## src/rtl/cpu_bus_pkg.sv

```systemverilog
// Shared definitions for the single-bus CPU register core: data width,
// GPR count and the 5-bit bus source select codes.
package cpu_bus_pkg;

   localparam int DATA_W  = 32;
   localparam int NUM_GPR = 16;

   localparam logic [4:0] SEL_R0    = 5'd0;
   localparam logic [4:0] SEL_R15   = 5'd15;
   localparam logic [4:0] SEL_HI    = 5'd16;
   localparam logic [4:0] SEL_LO    = 5'd17;
   localparam logic [4:0] SEL_ZHI   = 5'd18;
   localparam logic [4:0] SEL_ZLO   = 5'd19;
   localparam logic [4:0] SEL_PC    = 5'd20;
   localparam logic [4:0] SEL_MDR   = 5'd21;
   localparam logic [4:0] SEL_INPORT = 5'd22;
   localparam logic [4:0] SEL_C     = 5'd23;

endpackage

```

## src/rtl/bus_reg32.sv

```systemverilog
// Generic enabled register with synchronous clear; clear wins over enable.
module bus_reg32
   import cpu_bus_pkg::*;
(
   input  logic              clk,
   input  logic              clr,
   input  logic              en,
   input  logic [DATA_W-1:0] d,
   output logic [DATA_W-1:0] q
);

   // Register update: clear, else load, else hold.
   always_ff @(posedge clk) begin
      if (clr)
         q <= '0;
      else if (en)
         q <= d;
   end

endmodule

```

## src/rtl/bus_sel_encoder.sv

```systemverilog
// 32-to-5 priority encoder (highest set bit wins, all-zero gives 0) plus a
// one-hot check used to flag a cleanly driven bus.
module bus_sel_encoder (
   input  logic [31:0] strobes,
   output logic [4:0]  sel,
   output logic        one_hot
);

   // Ascending scan so the highest set bit is the last assignment to stick.
   always_comb begin
      sel = '0;
      for (int i = 0; i < 32; i++) begin
         if (strobes[i])
            sel = 5'(i);
      end
   end

   // Exactly one bit set: nonzero and clearing the lowest set bit leaves zero.
   always_comb begin
      one_hot = (strobes != '0) && ((strobes & (strobes - 32'd1)) == '0);
   end

endmodule

```

## src/rtl/cpu_bus_core.sv

```systemverilog
// Register-and-bus core of the single-bus CPU datapath.
// Optional build macro R0_ZERO_EN: when defined, selecting R0 drives 0 onto
// the bus (R0 still loads normally).
module cpu_bus_core
   import cpu_bus_pkg::*;
(
   input  logic              clk,
   input  logic              clr,
   input  logic [15:0]       Rin,
   input  logic [15:0]       Rout,
   input  logic              PCin,
   input  logic              IRin,
   input  logic              Yin,
   input  logic              HIin,
   input  logic              LOin,
   input  logic              Zin,
   input  logic              HIout,
   input  logic              LOout,
   input  logic              Zhighout,
   input  logic              Zlowout,
   input  logic              PCout,
   input  logic              MDRout,
   input  logic              InPortout,
   input  logic              Cout,
   input  logic              MDRin,
   input  logic              Read,
   input  logic [DATA_W-1:0] MDatain,
   input  logic [DATA_W-1:0] inport_d,
   input  logic [DATA_W-1:0] c_sext,
   input  logic [DATA_W-1:0] zhi_d,
   input  logic [DATA_W-1:0] zlo_d,
   output logic [DATA_W-1:0] bus_out,
   output logic [DATA_W-1:0] y_q,
   output logic [DATA_W-1:0] ir_q,
   output logic              bus_valid
);

   logic [DATA_W-1:0] gpr_q [NUM_GPR];
   logic [DATA_W-1:0] pc_q, hi_q, lo_q, zhi_q, zlo_q, mdr_q, mdr_d;
   logic [31:0]       strobes;
   logic [4:0]        sel;
   logic              any_strobe;

   assign strobes = {8'h00, Cout, InPortout, MDRout, PCout,
                     Zlowout, Zhighout, LOout, HIout, Rout};
   assign any_strobe = |strobes;
   assign mdr_d = Read ? MDatain : bus_out;

   bus_sel_encoder u_enc (
      .strobes (strobes),
      .sel     (sel),
      .one_hot (bus_valid)
   );

   for (genvar g = 0; g < NUM_GPR; g++) begin : g_gpr
      bus_reg32 u_r (.clk(clk), .clr(clr), .en(Rin[g]), .d(bus_out), .q(gpr_q[g]));
   end

   bus_reg32 u_pc  (.clk(clk), .clr(clr), .en(PCin),  .d(bus_out), .q(pc_q));
   bus_reg32 u_ir  (.clk(clk), .clr(clr), .en(IRin),  .d(bus_out), .q(ir_q));
   bus_reg32 u_y   (.clk(clk), .clr(clr), .en(Yin),   .d(bus_out), .q(y_q));
   bus_reg32 u_hi  (.clk(clk), .clr(clr), .en(HIin),  .d(bus_out), .q(hi_q));
   bus_reg32 u_lo  (.clk(clk), .clr(clr), .en(LOin),  .d(bus_out), .q(lo_q));
   bus_reg32 u_zhi (.clk(clk), .clr(clr), .en(Zin),   .d(zhi_d),   .q(zhi_q));
   bus_reg32 u_zlo (.clk(clk), .clr(clr), .en(Zin),   .d(zlo_d),   .q(zlo_q));
   bus_reg32 u_mdr (.clk(clk), .clr(clr), .en(MDRin), .d(mdr_d),   .q(mdr_q));

   // Bus source mux; an idle bus reads 0 rather than R0 even though sel is 0.
   always_comb begin
      bus_out = '0;
      if (any_strobe) begin
         if (!sel[4]) begin
            bus_out = gpr_q[sel[3:0]];
`ifdef R0_ZERO_EN
            if (sel == SEL_R0)
               bus_out = '0;
`endif
         end else begin
            case (sel)
               SEL_HI:     bus_out = hi_q;
               SEL_LO:     bus_out = lo_q;
               SEL_ZHI:    bus_out = zhi_q;
               SEL_ZLO:    bus_out = zlo_q;
               SEL_PC:     bus_out = pc_q;
               SEL_MDR:    bus_out = mdr_q;
               SEL_INPORT: bus_out = inport_d;
               SEL_C:      bus_out = c_sext;
               default:    bus_out = '0;
            endcase
         end
      end
   end

endmodule

```

## config.mk

```make
export PLATFORM = sky130hd
export DESIGN_NAME = cpu_bus_core
export DESIGN_NICKNAME = d
export VERILOG_FILES = /design/src/rtl/cpu_bus_pkg.sv /design/src/rtl/bus_reg32.sv /design/src/rtl/bus_sel_encoder.sv /design/src/rtl/cpu_bus_core.sv
export SDC_FILE = /design/constraint.sdc
export NUM_CORES = 2
export LEC_CHECK = 0
export ABC_CLOCK_PERIOD_IN_PS = 4900
export CAP_MARGIN = 40
export CELL_PAD_IN_SITES_DETAIL_PLACEMENT = 1
export CELL_PAD_IN_SITES_GLOBAL_PLACEMENT = 1
export CORE_UTILIZATION = 37
export DETAILED_ROUTE_END_ITERATION = 12
export GPL_TIMING_DRIVEN = 0
export PLACE_DENSITY = 0.79
export SYNTH_ARGS = -nofsm -noshare
export SYNTH_HDL_FRONTEND = slang
export SYNTH_SLANG_ARGS = --single-unit
```

## constraint.sdc

```tcl
create_clock -name clk -period 4.9 [get_ports clk]
set_input_delay 0.735 -clock clk [delete_from_list [all_inputs] [get_ports clk]]
set_output_delay 0.735 -clock clk [all_outputs]
set_load 0.02 [all_outputs]
```

After elaboration in Yosys (flattened, before gate mapping)
Cells that the tools add are included.

Flip-flop bits (word level): 768. Latch bits: 0. Memory bits (writable): 0. ROM bits: 0. Input port bits: 210. Output and inout bits: 97. Logic and storage cells: 70. Memories: 0.

$add $sub $neg: 1. Multipliers: 0. Div/mod/pow operators: 0. Order comparisons: 1. Equal/unequal tests: 8. Shift-type cells: 0. Mux-type cells: 30. Bitwise gates (word level): 2. Reduce and logical (&&, ||, !) cells: 4.

Operators by type and width (count): $pmux 32 s8 (1); $mux 32 (5); $bmux 32 s4 (1); $eq 5x5->1 const B (8); $mux 5 (8); $and 24x32->32 (1); $logic_not 32->1 (1); $mux 4 (8); $reduce_bool 32->1 (1); $sub 24x1->25 const B (1); $reduce_or 24->1 (1); $mux 3 (4); $ge 5x5->1 const B (1); $not 4->5 (1); $mux 2 (2); $logic_and 1x1->1 (1); $mux 1 (1).

Longest topological paths before layout
Depth in word-level cells: 30. Mapped depth: 14. Gate-level depth less buffers: 9.

Cells and area by module
A second synthesis with hierarchy kept.

Cells, all modules: 3492. Area total of the unflattened synthesis: 35664.2 µm².

By module, submodules not included: bus_reg32 (times used 24, cells each 103, area an instance 1163.6 µm², seq. area each 640.6 µm²); cpu_bus_core (times used 1, cells each 905, area an instance 6979.2 µm², seq. area each 0.0 µm²); bus_sel_encoder (times used 1, cells each 115, area an instance 758.2 µm², seq. area each 0.0 µm²).

Worst setup path before layout
OpenSTA, ideal clock, no wires.

Path type: input -> output. From: input port MDRout. To: output port bus_out[1]. Data arrival time: 3.472 ns. Required time: 4.165 ns. Path slack: 0.693 ns. Stages on the path: 13. Buffers on the path: 5. Cells stage by stage: buf_2 nor3_1 o21a_1 buf_2 a31o_2 buf_2 clkbuf_1 nor3_1 a2111oi_2 a21oi_1 a211o_1 buf_2 a21oi_1.

Longest elaborated chain between the ends: 9. Elaborated cells between the ends (all ways): 19.

RTL lines: start: declaration (line cpu_bus_core.sv:22) `input logic MDRout,`; $mux 5 (3 in a row) (line bus_sel_encoder.sv:13) `if (strobes[i])`; $not 4->5 (implied by the code) (line cpu_bus_core.sv:73) `bus_out = gpr_q[sel[3:0]];`; $bmux 32 s4 (line cpu_bus_core.sv:73); $mux 32 (implied by the code) (2 in a row) (line cpu_bus_core.sv:73); $mux 32 (line cpu_bus_core.sv:72) `if (!sel[4]) begin`; $mux 32 * (line cpu_bus_core.sv:71) `if (any_strobe) begin`; end: declaration (line cpu_bus_core.sv:32) `output logic [DATA_W-1:0] bus_out,`.

Mark *: on every way between the ends. The rest lies on a longest branch, timed or not. The select of a mux whose other input is x is not followed.

Worst setup path in the final report
From: input port Rout[5]. To: output port bus_out[13].

Longest elaborated chain between the ends: 25. Elaborated cells between the ends (all ways): 35.

RTL lines: start: declaration (line cpu_bus_core.sv:10) `input logic [15:0] Rout,`; $mux 3 (3 in a row) (line bus_sel_encoder.sv:13); $mux 4 (8 in a row) (line bus_sel_encoder.sv:13); $mux 5 (8 in a row) (line bus_sel_encoder.sv:13); $not 4->5 (implied by the code) (line cpu_bus_core.sv:73); $bmux 32 s4 (line cpu_bus_core.sv:73); $mux 32 (implied by the code) (2 in a row) (line cpu_bus_core.sv:73); $mux 32 (line cpu_bus_core.sv:72); $mux 32 * (line cpu_bus_core.sv:71).

Marks and branches as above.

==> metrics.txt <==
Multi-input gate area=22200 sq um; die area=~110000 sq um; Comb power frac=0.251; Root Driver=clkbuf_16; CP endpoint kind=output port; largest net degree at the start of global routing=15; Post-DRT Antenna Nets=0; synthesis-to-finish area growth=27.1%; Setup Skew=0.0371 ns; Mapped Nets=about 4700; final cell count without fillers=~6400; I/O pin count=between 300 and 400; sw frac=0.332; worst slew pin tran=0.990 ns; Yosys reg bits=768; min Tclk post-route=4.95 ns; RSZ-0062 raised after global routing=true; wire per inst=~32 microns; vias per cell=~6.5; WP data required=between 4 and 5 ns; via count=between 40000 and 50000; TritonRoute pass-1 iters=6; commonest cells after routing, fill and taps aside=dfxtp_1, inv_1, o32a_1, clkbuf_1, nor2_1; final hold vios=0; Routed WL=204 mm; sequential share of the synthesized area=0.383; initial DRC count=4292; CTS HTree Levels=3; NetSw=6.22 mW; Die Wd=332 microns; most common cell after layout, fill and taps aside=dfxtp_1; R2R setup slack=2.28 ns; clk_lat worst skew=0.70 ns; Initial Util=0.374; critical-path maximum fanout=10; first-pass GRT wire length=294 mm; Most used DFF post-synth=dfxtp_1; drc violations=0; post-synth top area cell=dfxtp_1; P_int=12.5 mW; share of cells above drive strength 1=0.219; initial antenna violation count=19; Slew headroom=0.340; synth warn=0; global placer's final weighted congestion=0.969; vias in the first global route=around 42000; setup TNS=-0.0526 ns; CTS Sinks=768; Worst EP arrival=4.22 ns; CORE AREA=107000 sq um; startpoint types=input pin; CTS clk-pin slew, worst paths=about 0.050 ns; Max VDD drop=224 uV; Hold-fix buffers, CTS=0; Port Buffers=280; final setup margin=-0.0526 ns; clock power share=0.369; status=complete, but fails checks; Nets=5161; fraction of registers with async set/reset=0; cells after synthesis=about 4400; Post-synth EDFFs=0; maxcap violations=0; post-synthesis cell type count=80; FP Rows=120; GRT Resource Usage Total=0.357; area share of the largest cell type after synthesis=0.383; Leak Pwr=18.0 nW; Clock Tree Buf Depth=3; synthesized area per cell=about 9.0 sq um; height of the die=~330 microns; placed cell count=slightly above 6000; CP Class=input pin to output port; register area=15400 sq um; Hold WS=approximately 0.47 ns; FMAX=0.202 GHz; CTS tree=yes; Post-Syn Area=40200 sq um; post-detail-place hpwl=152 mm; Pins Over Slew Limit=0; total grt overflow=0; Final period util=1.01; Pwr Density=~370 nW/um^2; sequential power share=0.381; Filler Cells Inserted=12129; worst min-delay path class=register to register; Final setup viols=1; Area contributors post-synth=dfxtp_1, o32a_1, o31ai_2; failing checks=negative setup slack; Num CTS Buffers=between 80 and 90
sequential cells by signal (all words and copies together), names as in the netlist:
register	flops
g_gpr.u_r.q	512
u_hi.q	32
u_ir.q	32
u_lo.q	32
u_mdr.q	32
u_pc.q	32
u_y.q	32
u_zhi.q	32
u_zlo.q	32
per-stage QoR:
stage	total power [mW]	setup WS (ns)	utilization	instance area, sq um
2_1_floorplan	9.54	0.693	-	40200
3_3_place_gp	11.0	-2.35	0.417	44700
4_1_cts	18.4	-0.000712	0.471	50500
5_1_grt	19.1	-0.0282	0.476	51100
3_5_place_dp	11.2	-1.88	0.420	45000
6_report	18.7	-0.0526	0.476	51100
worst paths after layout:
| kind | startpoint | to | cells past startpoint |
|---|---|---|---|
| setup / recovery | Rout[5] | bus_out[13] | 16 |
| hold / removal | g_gpr[5].u_r.q[12] | g_gpr[5].u_r.q[12] | 2 |
| setup reg to reg | u_zlo.q[30] | g_gpr[13].u_r.q[30] | 9 |
| hold reg to reg | g_gpr[5].u_r.q[12] | g_gpr[5].u_r.q[12] | 2 |
power groups by stage:
stage / clock network [mW] / registers (mW) / logic (mW)
after floorplan: 0 / 7.18 / 2.36
after global placement: 0 / 7.19 / 3.83
after detailed placement: 0 / 7.22 / 3.94
after CTS: 6.87 / 7.10 / 4.42
after global routing: 7.14 / 7.15 / 4.83
final: 6.90 / 7.12 / 4.69
Yosys cell counts, types with 7 or more instances:
| library cell | number |
|---|---|
| a2bb2oi_1 | 9 |
| mux2i_1 | 89 |
| mux2_2 | 28 |
| o31ai_2 | 255 |
| nor2_1 | 316 |
| o31ai_1 | 151 |
| nor3b_1 | 22 |
| o211ai_1 | 106 |
| a22oi_1 | 32 |
| o21a_1 | 8 |
| o32a_1 | 400 |
| a21oi_1 | 117 |
| a2111oi_2 | 19 |
| a211o_1 | 23 |
| inv_1 | 429 |
| o221ai_1 | 16 |
| nor4_1 | 14 |
| a211oi_2 | 24 |
| buf_6 | 9 |
| nand2b_1 | 114 |
| nand3_1 | 79 |
| o21ai_0 | 34 |
| dfxtp_1 | 768 |
| o211a_1 | 29 |
| a211oi_1 | 282 |
| a22o_1 | 20 |
| a31oi_1 | 24 |
| o21bai_1 | 19 |
| a221o_1 | 7 |
| o22ai_1 | 65 |
| nand2_1 | 169 |
| clkbuf_1 | 381 |
| o31ai_4 | 21 |
| buf_1 | 15 |
| a221oi_1 | 24 |
| a222oi_1 | 7 |
| nor3_1 | 50 |
| buf_2 | 172 |
worst max-delay path, stage by stage:
cell and delay (ns):
clkdlybuf4s15_2 0.29, inv_2 0.05, a221o_1 0.37, a211o_4 0.42
a21oi_4 0.24, buf_4 0.20, buf_12 0.11, buf_12 0.17
clkbuf_8 0.20, nand2_1 0.07, o211ai_1 0.16, nand3_1 0.19
a211o_4 0.40, buf_8 0.18, a21oi_4 0.20, buf_2 0.19
metal layers:
layer | GRT usage | up-vias | share of wire
met5 | 0 | - | 0.0010
met4 | 0.202 | 20 | 0.062
met3 | 0.0972 | 655 | 0.11
met2 | 0.557 | 2432 | 0.44
met1 | 0.442 | 21015 | 0.39
li1 | - | 17700 | -
logic make-up after synthesis:
family / after synthesis / synth area share
adder cells (fa/ha/maj): 1 / 0.000249
buffers and inverters: 1013 / 0.102
AO/OA/AOI/OAI: 1732 / 0.389
AND/OR/NAND/NOR: 812 / 0.0944
multiplexers: 119 / 0.0311
flip-flops: 768 / 0.383
area by class of cell:
type / count / share of cell area
Multi-Input combinational cell: 2664 / 0.434
Sequential cell: 768 / 0.301
Timing Repair Buffer: 431 / 0.0788
Buffer: 571 / 0.0631
Clock buffer: 122 / 0.0492
Tap cell: 1403 / 0.0344
Inverter: 430 / 0.0316
Clock inverter: 27 / 0.00740
Antenna cell: 6 / 0.000294
repair_timing:
item	4_1_cts	5_1_grt
endpoints found under the setup margin	33	33
pin swaps	84	31
resized for setup	641	77
buffers inserted	94	22
gates cloned	1	1
(Power assumes the default switching activity.)
